**src/rtl/mips_pkg.sv**
```systemverilog
// mips_pkg: definitions shared across the five-stage MIPS pipeline.
//   CTRL_W          width of the decoded control bundle
//   CTRL_*          bit positions inside that bundle
//   REG_ZERO        hard-wired zero register number
//   reg_idx_t       register-number type
package mips_pkg;

  localparam int unsigned CTRL_W = 10;

  localparam int unsigned CTRL_REG_WRITE  = 0;
  localparam int unsigned CTRL_MEM_READ   = 1;
  localparam int unsigned CTRL_MEM_WRITE  = 2;
  localparam int unsigned CTRL_MEM_TO_REG = 3;
  localparam int unsigned CTRL_ALU_OP_LO  = 4;
  localparam int unsigned CTRL_ALU_OP_HI  = 7;
  localparam int unsigned CTRL_ALU_SRC    = 8;
  localparam int unsigned CTRL_REG_DST    = 9;

  typedef logic [4:0] reg_idx_t;

  localparam reg_idx_t REG_ZERO = 5'd0;

endpackage

```
**src/rtl/hazard_u.sv**
```systemverilog
// hazard_u: combinational load-use hazard detection.
// Flags the ID instruction when the instruction in EX is a load whose
// destination (Rt) is a source of the ID instruction. Register 0 never hazards.
// Ports:
//   i_idex_mem_read  EX instruction is a load
//   i_idex_rt        destination register of the EX load
//   i_ifid_rs        Rs of the ID instruction
//   i_ifid_rt        Rt of the ID instruction
//   i_ifid_uses_rt   ID instruction reads Rt as a source
//   o_hazard         load-use hazard
module hazard_u
  import mips_pkg::*;
(
  input  logic     i_idex_mem_read,
  input  reg_idx_t i_idex_rt,
  input  reg_idx_t i_ifid_rs,
  input  reg_idx_t i_ifid_rt,
  input  logic     i_ifid_uses_rt,
  output logic     o_hazard
);

  logic w_rs_match;
  logic w_rt_match;

  always_comb begin
    w_rs_match = (i_idex_rt == i_ifid_rs);
    w_rt_match = i_ifid_uses_rt && (i_idex_rt == i_ifid_rt);
    o_hazard   = i_idex_mem_read && (i_idex_rt != REG_ZERO) && (w_rs_match || w_rt_match);
  end

endmodule

```
**src/rtl/idex_stage.sv**
```systemverilog
// idex_stage: ID/EX pipeline register with load-use bubble insertion,
// branch flush handling and external memory stall.
// Optional performance counters are built when IDEX_PERF_CNT_EN is defined.
// Ports:
//   clk, rst                  clock, synchronous active-high reset
//   IFID_Rs/Rt/Rd             register numbers of the ID instruction
//   IFID_uses_rt              ID instruction reads Rt
//   IFID_RD1/RD2/imm          operands from ID
//   IFID_ctrl                 decoded control from ID
//   flush                     taken branch/jump kills the ID instruction
//   ext_stall                 memory not ready, whole pipeline freezes
//   IDEX_*                    registered fields toward EX (ctrl all-zero = bubble)
//   pc_write, IFID_write      enables for PC and IF/ID (combinational)
//   bubble_cnt, stall_cnt     saturating performance counters (IDEX_PERF_CNT_EN)
module idex_stage
  import mips_pkg::*;
#(
  parameter int unsigned CTRL_W = 10
`ifdef IDEX_PERF_CNT_EN
  , parameter int unsigned CNT_W = 16
`endif
) (
  input  logic              clk,
  input  logic              rst,
  input  logic [4:0]        IFID_Rs,
  input  logic [4:0]        IFID_Rt,
  input  logic [4:0]        IFID_Rd,
  input  logic              IFID_uses_rt,
  input  logic [31:0]       IFID_RD1,
  input  logic [31:0]       IFID_RD2,
  input  logic [31:0]       IFID_imm,
  input  logic [CTRL_W-1:0] IFID_ctrl,
  input  logic              flush,
  input  logic              ext_stall,
  output logic [4:0]        IDEX_Rs,
  output logic [4:0]        IDEX_Rt,
  output logic [4:0]        IDEX_Rd,
  output logic [31:0]       IDEX_RD1,
  output logic [31:0]       IDEX_RD2,
  output logic [31:0]       IDEX_imm,
  output logic [CTRL_W-1:0] IDEX_ctrl,
  output logic              pc_write,
  output logic              IFID_write
`ifdef IDEX_PERF_CNT_EN
  ,
  output logic [CNT_W-1:0]  bubble_cnt,
  output logic [CNT_W-1:0]  stall_cnt
`endif
);

  logic [4:0]        r_rs;
  logic [4:0]        r_rt;
  logic [4:0]        r_rd;
  logic [31:0]       r_rd1;
  logic [31:0]       r_rd2;
  logic [31:0]       r_imm;
  logic [CTRL_W-1:0] r_ctrl;
  logic              r_pend_flush;

  logic w_hazard;
  logic w_kill;
  logic w_bubble;

  hazard_u u_hazard (
    .i_idex_mem_read (r_ctrl[CTRL_MEM_READ]),
    .i_idex_rt       (r_rt),
    .i_ifid_rs       (IFID_Rs),
    .i_ifid_rt       (IFID_Rt),
    .i_ifid_uses_rt  (IFID_uses_rt),
    .o_hazard        (w_hazard)
  );

  // A pending or live flush kills the ID instruction, so a hazard against it
  // needs no freeze; the bubble comes from the kill instead.
  always_comb begin
    w_kill     = flush || r_pend_flush;
    w_bubble   = w_kill || w_hazard;
    pc_write   = !ext_stall && !(w_hazard && !w_kill);
    IFID_write = pc_write;
  end

  always_ff @(posedge clk) begin
    if (rst) begin
      r_rs         <= '0;
      r_rt         <= '0;
      r_rd         <= '0;
      r_rd1        <= '0;
      r_rd2        <= '0;
      r_imm        <= '0;
      r_ctrl       <= '0;
      r_pend_flush <= 1'b0;
    end else if (ext_stall) begin
      if (flush) r_pend_flush <= 1'b1;
    end else begin
      r_rs         <= IFID_Rs;
      r_rt         <= IFID_Rt;
      r_rd         <= IFID_Rd;
      r_rd1        <= IFID_RD1;
      r_rd2        <= IFID_RD2;
      r_imm        <= IFID_imm;
      r_ctrl       <= w_bubble ? '0 : IFID_ctrl;
      r_pend_flush <= 1'b0;
    end
  end

  assign IDEX_Rs   = r_rs;
  assign IDEX_Rt   = r_rt;
  assign IDEX_Rd   = r_rd;
  assign IDEX_RD1  = r_rd1;
  assign IDEX_RD2  = r_rd2;
  assign IDEX_imm  = r_imm;
  assign IDEX_ctrl = r_ctrl;

`ifdef IDEX_PERF_CNT_EN
  logic [CNT_W-1:0] r_bubble_cnt;
  logic [CNT_W-1:0] r_stall_cnt;

  always_ff @(posedge clk) begin
    if (rst) begin
      r_bubble_cnt <= '0;
      r_stall_cnt  <= '0;
    end else if (ext_stall) begin
      if (r_stall_cnt != '1) r_stall_cnt <= r_stall_cnt + 1'b1;
    end else if (w_bubble) begin
      if (r_bubble_cnt != '1) r_bubble_cnt <= r_bubble_cnt + 1'b1;
    end
  end

  assign bubble_cnt = r_bubble_cnt;
  assign stall_cnt  = r_stall_cnt;
`endif

endmodule

```
**config.mk**
```make
export PLATFORM = sky130hd
export DESIGN_NAME = idex_stage
export DESIGN_NICKNAME = d
export VERILOG_FILES = /design/src/rtl/mips_pkg.sv /design/src/rtl/hazard_u.sv /design/src/rtl/idex_stage.sv
export SDC_FILE = /design/constraint.sdc
export NUM_CORES = 1
export LEC_CHECK = 0
export BUFFER_PORTS_ARGS = -buffer_cell sky130_fd_sc_hd__buf_2
export CAP_MARGIN = 20
export CORE_MARGIN = 2
export CORE_UTILIZATION = 39
export CTS_CLUSTER_SIZE = 28
export DETAILED_ROUTE_END_ITERATION = 10
export PLACE_DENSITY = 0.71
export SETUP_SLACK_MARGIN = 0.1
export SLEW_MARGIN = 5
export SYNTH_ARGS = -nofsm -noshare
export SYNTH_HDL_FRONTEND = slang
export SYNTH_HIERARCHICAL = 1
export SYNTH_SLANG_ARGS = --single-unit
```
**constraint.sdc**
```tcl
create_clock -name clk -period 3.15 [get_ports clk]
set_input_delay 0.1575 -clock clk [delete_from_list [all_inputs] [get_ports clk]]
set_output_delay 0.1575 -clock clk [all_outputs]
set_load 0.01 [all_outputs]
```
# ---- Yosys cells after proc, flatten, opt, wreduce, memory -nomap -nowiden
# Index checks and enable logic that the tools add are counted.
dict set report totals {
  in_bits 126
  elab_cells 25
  reg_bits 122
  out_inout_bits 123
}
dict set report classes {
  eq_ne 2
  bitwise 1
  mux 1
  reduce_logical 13
}
# operator n
set op_table {}
lappend op_table {{5-bit == test} 2}
lappend op_table {{10-bit two-way mux} 1}
lappend op_table {{1-bit logical AND} 5}
lappend op_table {{5-bit nonzero test} 1}
lappend op_table {{1-bit logical NOT} 3}
lappend op_table {{1-bit logical OR} 3}
lappend op_table {{2-bit OR reduction} 1}
lappend op_table {{1-bit inverter} 1}

# ---- Longest topological paths before layout
# Gate-level depths: netlist of the first run.
dict set report depth {
  depth_word 7
  ltp_mapped 6
  depth_no_buf 6
}

# ---- Cells and area by module
# Netlist of the first run, hierarchy kept.
# module instances cells_each area_each_um2
set by_module_without_submodules {}
lappend by_module_without_submodules {idex_stage 1 400 4541.9}
lappend by_module_without_submodules {hazard_u 1 17 132.6}

# ---- Worst setup path after synthesis of the first run
# No wires, ideal clock.
dict set report synth_timing {
  path_kind {reg-to-output}
  from {reg r_rt[3], in the netlist IDEX_Rt[3]}
  to {out pc_write}
  n_path_buf 1
  arrival_time_ns 1.588
  stages_incl_launch_ff 7
  path_slack_ns 1.404
  path_cell_list {dfxtp_1 > xor2_1 > nor4_2 > nand3_1 > a21oi_1 > a21oi_1 > buf_4}
}
dict set report synth_via {
  elab_chain_len 7
  elab_cells_between_ends 10
  classes_between {eq/ne (2); reduce/logical (8)}
}
# element line_no
set synth_rtl {}
lappend synth_rtl {{start: declaration} idex_stage.sv:52} ;# logic [4:0] r_rt;
lappend synth_rtl {{start signal: assignment} idex_stage.sv:96} ;# r_rt <= IFID_Rt;
lappend synth_rtl {{5-bit == test} hazard_u.sv:27} ;# w_rt_match = i_ifid_uses_rt && (i_idex_rt == i_ifid_rt);
lappend synth_rtl {{1-bit logical AND} hazard_u.sv:27}
lappend synth_rtl {{1-bit logical OR} hazard_u.sv:28} ;# o_hazard = i_idex_mem_read && (i_idex_rt != REG_ZERO) && (w_rs_match || w_rt_match);
lappend synth_rtl {{1-bit logical AND *} hazard_u.sv:28}
lappend synth_rtl {{net w_hazard} idex_stage.sv:60} ;# logic w_hazard;
lappend synth_rtl {{1-bit logical AND *} idex_stage.sv:78} ;# pc_write = !ext_stall && !(w_hazard && !w_kill);
lappend synth_rtl {{1-bit logical NOT *} idex_stage.sv:78}
lappend synth_rtl {{1-bit logical AND *} idex_stage.sv:78}
lappend synth_rtl {{end: declaration} idex_stage.sv:42} ;# output logic pc_write,
# The timed path passes the listed nets; every way through them passes the cells marked *.

# ---- Worst setup path in the final report of the first run
# Same ends and word-level chain as after synthesis.

==> results.cfg, run 1 <==
[route]
num_vias = 4139
dr.first_iter.drc_count = 223
routed_wl_um = 12630
drcViolationCount = 0
firstDrtPassIters = 4
post_drt_wl_per_cell_um = 14.03
antenna_left = 0
via_per_inst = 4.599

[setup_path]
crit_path_max_fanout = 5
worstPathArrival_ns = 2.07
crit_required_ns = 2.99
worstSetupPathType = reg2out
endpoint_kind = output pin
setup.worst_path.start_class = flip-flop

[global_route]
antenna_found_initial = 0
grt_pass1_vias = 4235
grt_first_pass_wirelength_um = 20060
grt_max_degree = 73
grt.overflow.total = 0
track_usage_pct = 19.65

[cells_and_area]
area_growth_syn_to_layout_pct = 55.78
layout.nets = 871
final_cell_mix = buf_2, dfxtp_1, nor2_1
final_common_cell = buf_2
multi_input_area_sq_um = 1882
ff_latch_area_sq_um = 2442
fin_util_pct = 62.97
drive_above_1_share_pct = 37.52
n_fill_cell = 913
n_antenna_cell = 0

[synthesis]
synth_nets = 543
synth_edf_count = 0
synth.ff_latch_count = 122
ys.flop_type = dfxtp_1
synthesis.area_sq_um = 4674
synth.distinct_cells = 24
avgSynthCellArea_sq_um = 11.21
syn_inst = 417
synth_seq_area_share_pct = 52.25
synth-async-reset-ratio_pct = 0
yosysWarnings = 6

[cts]
numCtsBuffers = 17
ctsResizeCount = 0
h-tree-depth = 4
cts_tree = done
cts_hold_buf = 87
clockBufferDepth = 2
clock-sinks = 122
worstSkewPairLatency_ns = 0.40
post_cts_buffers = 0
clk_pin_slew_ns = 0.05
cts-root-buf = clkbuf_16

[sta]
setup-tns-final_ns = 0
timing_worst_slew_pin_value_ns = 0.7665
final-max-slew-violation-count = 0
fin_ws_ns = 0.9215
setup_violations = 0
max_freq_mhz = 448.7
period_share_pct = 70.75
period_needed_ns = 2.229
slew-limit-headroom_pct = 48.90
finalClockSkew_ns = 0.004029
rsz0062_at_grt = no
hold_violations = 0

[die]
ioPinCount = 249
die_x_um = 113.5
rows = 39
start_util_pct = 40.42
coreArea_sq_um = 11560
die_area_sq_um = 12880
die_h_um = 113.5

[hold_path]
hold_class = in2reg

[placement]
place_congestion = 0.7796
portBuffers = 248
dp_hpwl_um = 8170
post-place-ws_ns = 1.254

[power]
power_per_cell_area_nw_per_um2 = 578.7
vdd.ir_drop.worst_v = 0.0003749
leakage_nw = 3.792

[status]
outcome = finished, final reports clean

[job]
cap_violations = 0
## worst max-delay path, cell delays in order (launching register included)
cell and delay [ns]:
dfxtp_1 0.36, xor2_1 0.18, nor4_2 0.27, nand3_1 0.10, a21oi_1 0.40, a21oi_1 0.17, buf_2 0.18
## cell type report
class,instances,area share [%]
clock buffers,25,6.942
multi-input cells,265,25.84
well taps,143,2.457
flip-flops and latches,122,33.54
clock inverters,6,1.512
repair buffers,339,29.71
## cell families (layout without fill, tap and decap cells)
kind of cell / Yosys count / after routing / share of synthesized area, %
mux: 111 / 111 / 23.77
flops: 122 / 122 / 52.25
compound gates: 13 / 13 / 2.569
simple gates: 131 / 131 / 12.04
buf+inv: 30 / 370 / 7.495
xor+xnor: 10 / 10 / 1.874
## metal layers
layer | track usage (%) | up-vias | wire [um]
met1 | 21.31 | 1869 | 5036
met3 | 6.908 | 25 | 1037
met5 | 0 | - | 0
met4 | 9.593 | 0 | 279
met2 | 34.17 | 192 | 6271
li1 | - | 2053 | -
## state kept, by name (all words and copies together) (netlist names)
register and count:
r_pend_flush 1, IDEX_Rd 5, IDEX_Rs 5, IDEX_ctrl 10
IDEX_Rt 5, IDEX_RD2 32, IDEX_RD1 32, IDEX_imm 32
## stage by stage
| step | instance area, sq um | power [W] | instances | hold slack, ns |
|---|---|---|---|---|
| after floorplan | 4674 | 0.001993 | 417 | 0.3014 |
| after global placement | 5796 | 0.002152 | 782 | 0.3848 |
| after detailed placement | 5796 | 0.002166 | 782 | 0.3963 |
| after CTS | 7282 | 0.004255 | 900 | 0.00006870 |
| after global routing | 7282 | 0.004394 | 900 | 0.005553 |
| final | 7282 | 0.004214 | 900 | 0.01688 |
## Yosys cell counts (2+ instances only)
cell	n	area, sq um
buf_2	12	60.06
and2b_1	4	30.03
nand3_1	2	10.01
nor2_1	112	420.4
dfxtp_1	122	2442
a21oi_1	2	10.01
xor2_1	7	61.31
xnor2_1	3	26.28
nor2b_1	7	43.79
a32o_1	9	90.09
clkbuf_1	2	7.510
buf_12	13	260.3
mux2i_1	111	1111
## where the power goes
part | internal [W] | switching [W]
Sequential | 0.00164 | 0.0000492
Clock | 0.00134 | 0.000646
Combinational | 0.000289 | 0.000250
Total | 0.00327 | 0.000945
## path summary, 6_finish.rpt
| check | startpoint | to | slack, ns | cells past startpoint |
|---|---|---|---|---|
| min | IFID_RD1[0] | IDEX_RD1[0]$_SDFFE_PP0N_ | 0.02 | 3 |
| max | IDEX_Rt[3]$_SDFFE_PP0N_ | pc_write | 0.92 | 6 |
| max reg2reg | IDEX_Rt[3]$_SDFFE_PP0N_ | IDEX_ctrl[9]$_SDFFE_PP0N_ | 1.25 | 6 |
| min reg2reg | IDEX_ctrl[5]$_SDFFE_PP0N_ | IDEX_ctrl[5]$_SDFFE_PP0N_ | 0.46 | 1 |
Note: power is estimated with default switching activity, not from simulation.
==> inputs of run 2 (changes only) <==
- ABC_AREA: default -> 1
- PLACE_DENSITY: 0.71 -> 0.72
- clock period: 3.15 -> 2.1 ns (I/O delays scaled with it)
==> results.cfg, run 2 <==
[status]
outcome = finished, final reports clean

[die]
die_x_um = 110.2
die_area_sq_um = 12150
coreArea_sq_um = 10940
ioPinCount = 249
rows = 38
start_util_pct = 40.24
die_h_um = 110.2

[route]
via_per_inst = 4.375
drcViolationCount = 0
firstDrtPassIters = 4
post_drt_wl_per_cell_um = 12.47
dr.first_iter.drc_count = 301
num_vias = 4834
antenna_left = 0
routed_wl_um = 13770

[cts]
clockBufferDepth = 2
clk_pin_slew_ns = 0.05
post_cts_buffers = 0
cts-root-buf = clkbuf_16
worstSkewPairLatency_ns = 0.40
h-tree-depth = 4
clock-sinks = 122
numCtsBuffers = 17
cts_tree = done

[cells_and_area]
area_growth_syn_to_layout_pct = 66.11
final_common_cell = nand2_1
n_antenna_cell = 0
final_cells = 1105
n_fill_cell = 836
final_cell_mix = nand2_1, buf_2, dfxtp_1
layout.nets = 1083
drive_above_1_share_pct = 29.53

[sta]
finalClockSkew_ns = 0.003893
rsz0062_at_grt = no
final-max-slew-violation-count = 0
period_needed_ns = 1.745
slew-limit-headroom_pct = 58.87
hold_violations = 0
setup_violations = 0
max_freq_mhz = 573.2
setup-tns-final_ns = 0
timing_worst_slew_pin_value_ns = 0.6170
period_share_pct = 83.08
fin_ws_ns = 0.3553

[placement]
dp_cells = 962
post-place-ws_ns = 0.5537
portBuffers = 248
place_congestion = 0.8416
dp_hpwl_um = 8072

[synthesis]
synth_seq_area_share_pct = 55.50
synth-async-reset-ratio_pct = 0
ys.flop_type = dfxtp_1
avgSynthCellArea_sq_um = 7.383
synth_edf_count = 0
synth_most_common_cell = nand2_1
syn_inst = 596
synthTopCellsByCount = nand2_1, dfxtp_1, inv_1
yosysTopAreaCell = dfxtp_1
synth_nets = 722
synth.ff_latch_count = 122
ys_top_cells_by_area = dfxtp_1, nand2_1, buf_6
synthesis.area_sq_um = 4400
synth.distinct_cells = 14
yosysWarnings = 6
yosysTopAreaCellShare_pct = 55.50

[power]
leakage_nw = 4.170
power_w = 0.005865
power_per_cell_area_nw_per_um2 = 802.4
vdd.ir_drop.worst_v = 0.0005479

[global_route]
track_usage_pct = 22.26
grt_max_degree = 62
grt_pass1_vias = 4684
antenna_found_initial = 0
grt_first_pass_wirelength_um = 20890
grt.overflow.total = 0

[setup_path]
endpoint_kind = output pin
setup.worst_path.start_class = flip-flop
worstPathArrival_ns = 1.64
crit_required_ns = 2.00
worstSetupPathType = reg2out
crit_path_max_fanout = 6

[hold_path]
hold_class = in2reg

[job]
cap_violations = 0
-- run 2: cell types whose count changed after synthesis, moves of 13 or more --
cell,previous run,this run
nand2_1,1,389
mux2i_1,111,0
nor2_1,112,20
inv_1,0,24
buf_6,1,19
buf_12,13,0
-- run 2: final timing paths --
| kind | slack [ns] | end | cells after the start | start |
|---|---|---|---|---|
| worst max-delay path | 0.36 | pc_write | 8 | IDEX_Rt[4]$_SDFFE_PP0N_ |
| worst min register to register | 0.44 | IDEX_RD1[2]$_SDFFE_PP0N_ | 2 | IDEX_RD1[2]$_SDFFE_PP0N_ |
| worst min-delay path | 0.02 | IDEX_ctrl[5]$_SDFFE_PP0N_ | 5 | IFID_ctrl[5] |
| worst max register to register | 0.55 | IDEX_ctrl[7]$_SDFFE_PP0N_ | 8 | IDEX_Rt[0]$_SDFFE_PP0N_ |
-- run 2: metal layers --
layer  track usage, %  vias to the layer above  part of all wire, %
li1                 -                     2477                    -
met2            38.12                      218                   48
met3            8.113                       40                  9.6
met4            12.68                        0                  3.1
met5                0                        -                    0
met1            23.57                     2099                   39
-- run 2: cells by family (layout without fill, tap and decap cells) --
kind of cell / Yosys count / after routing / share of synthesized area (%)
compound gates: 3 / 3 / 0.3411
xor+xnor: 1 / 1 / 0.1991
buf+inv: 56 / 425 / 8.360
flops: 122 / 122 / 55.50
simple gates: 414 / 414 / 35.60
-- run 2: stage by stage --
step	hold WS (ns)	utilization, %	cell area [sq um]
2_1_floorplan	0.1818	-	4400
3_3_place_gp	0.2928	51.41	5622
3_5_place_dp	0.2939	51.41	5622
4_1_cts	0.001601	66.84	7310
5_1_grt	0.03672	66.84	7310
6_report	0.01648	66.84	7310
-- run 2: cell type report --
| cell class | instances | area, sq um | area share [%] |
|---|---|---|---|
| clock inverters | 3 | 15.01 | 0.2054 |
| inverters | 29 | 110.1 | 1.506 |
| multi-input cells | 418 | 1590 | 21.76 |
| clock buffers | 24 | 511.7 | 7.001 |
| well taps | 140 | 175.2 | 2.396 |
| flip-flops and latches | 122 | 2442 | 33.41 |
| repair buffers | 369 | 2465 | 33.72 |
-- run 2: power breakdown --
part | switching, W | internal (W) | total, W
registers | 0.0000708 | 0.00245 | 0.00252
clock network | 0.000933 | 0.00165 | 0.00259
logic | 0.000365 | 0.000388 | 0.000753
-- run 2: worst max-delay path, cell delays in order, from the launching register on --
cell,delay (ns)
dfxtp_1,0.44
inv_2,0.04
nand2_1,0.06
nand2_1,0.06
nor2_1,0.10
nand3_1,0.08
a21oi_1,0.20
a21oi_1,0.12
buf_2,0.15
-- run 2: repair_timing --
item,in CTS,in global routing
gates resized for setup,0,0
endpoints found under the hold margin,115,0
hold buffers,116,0
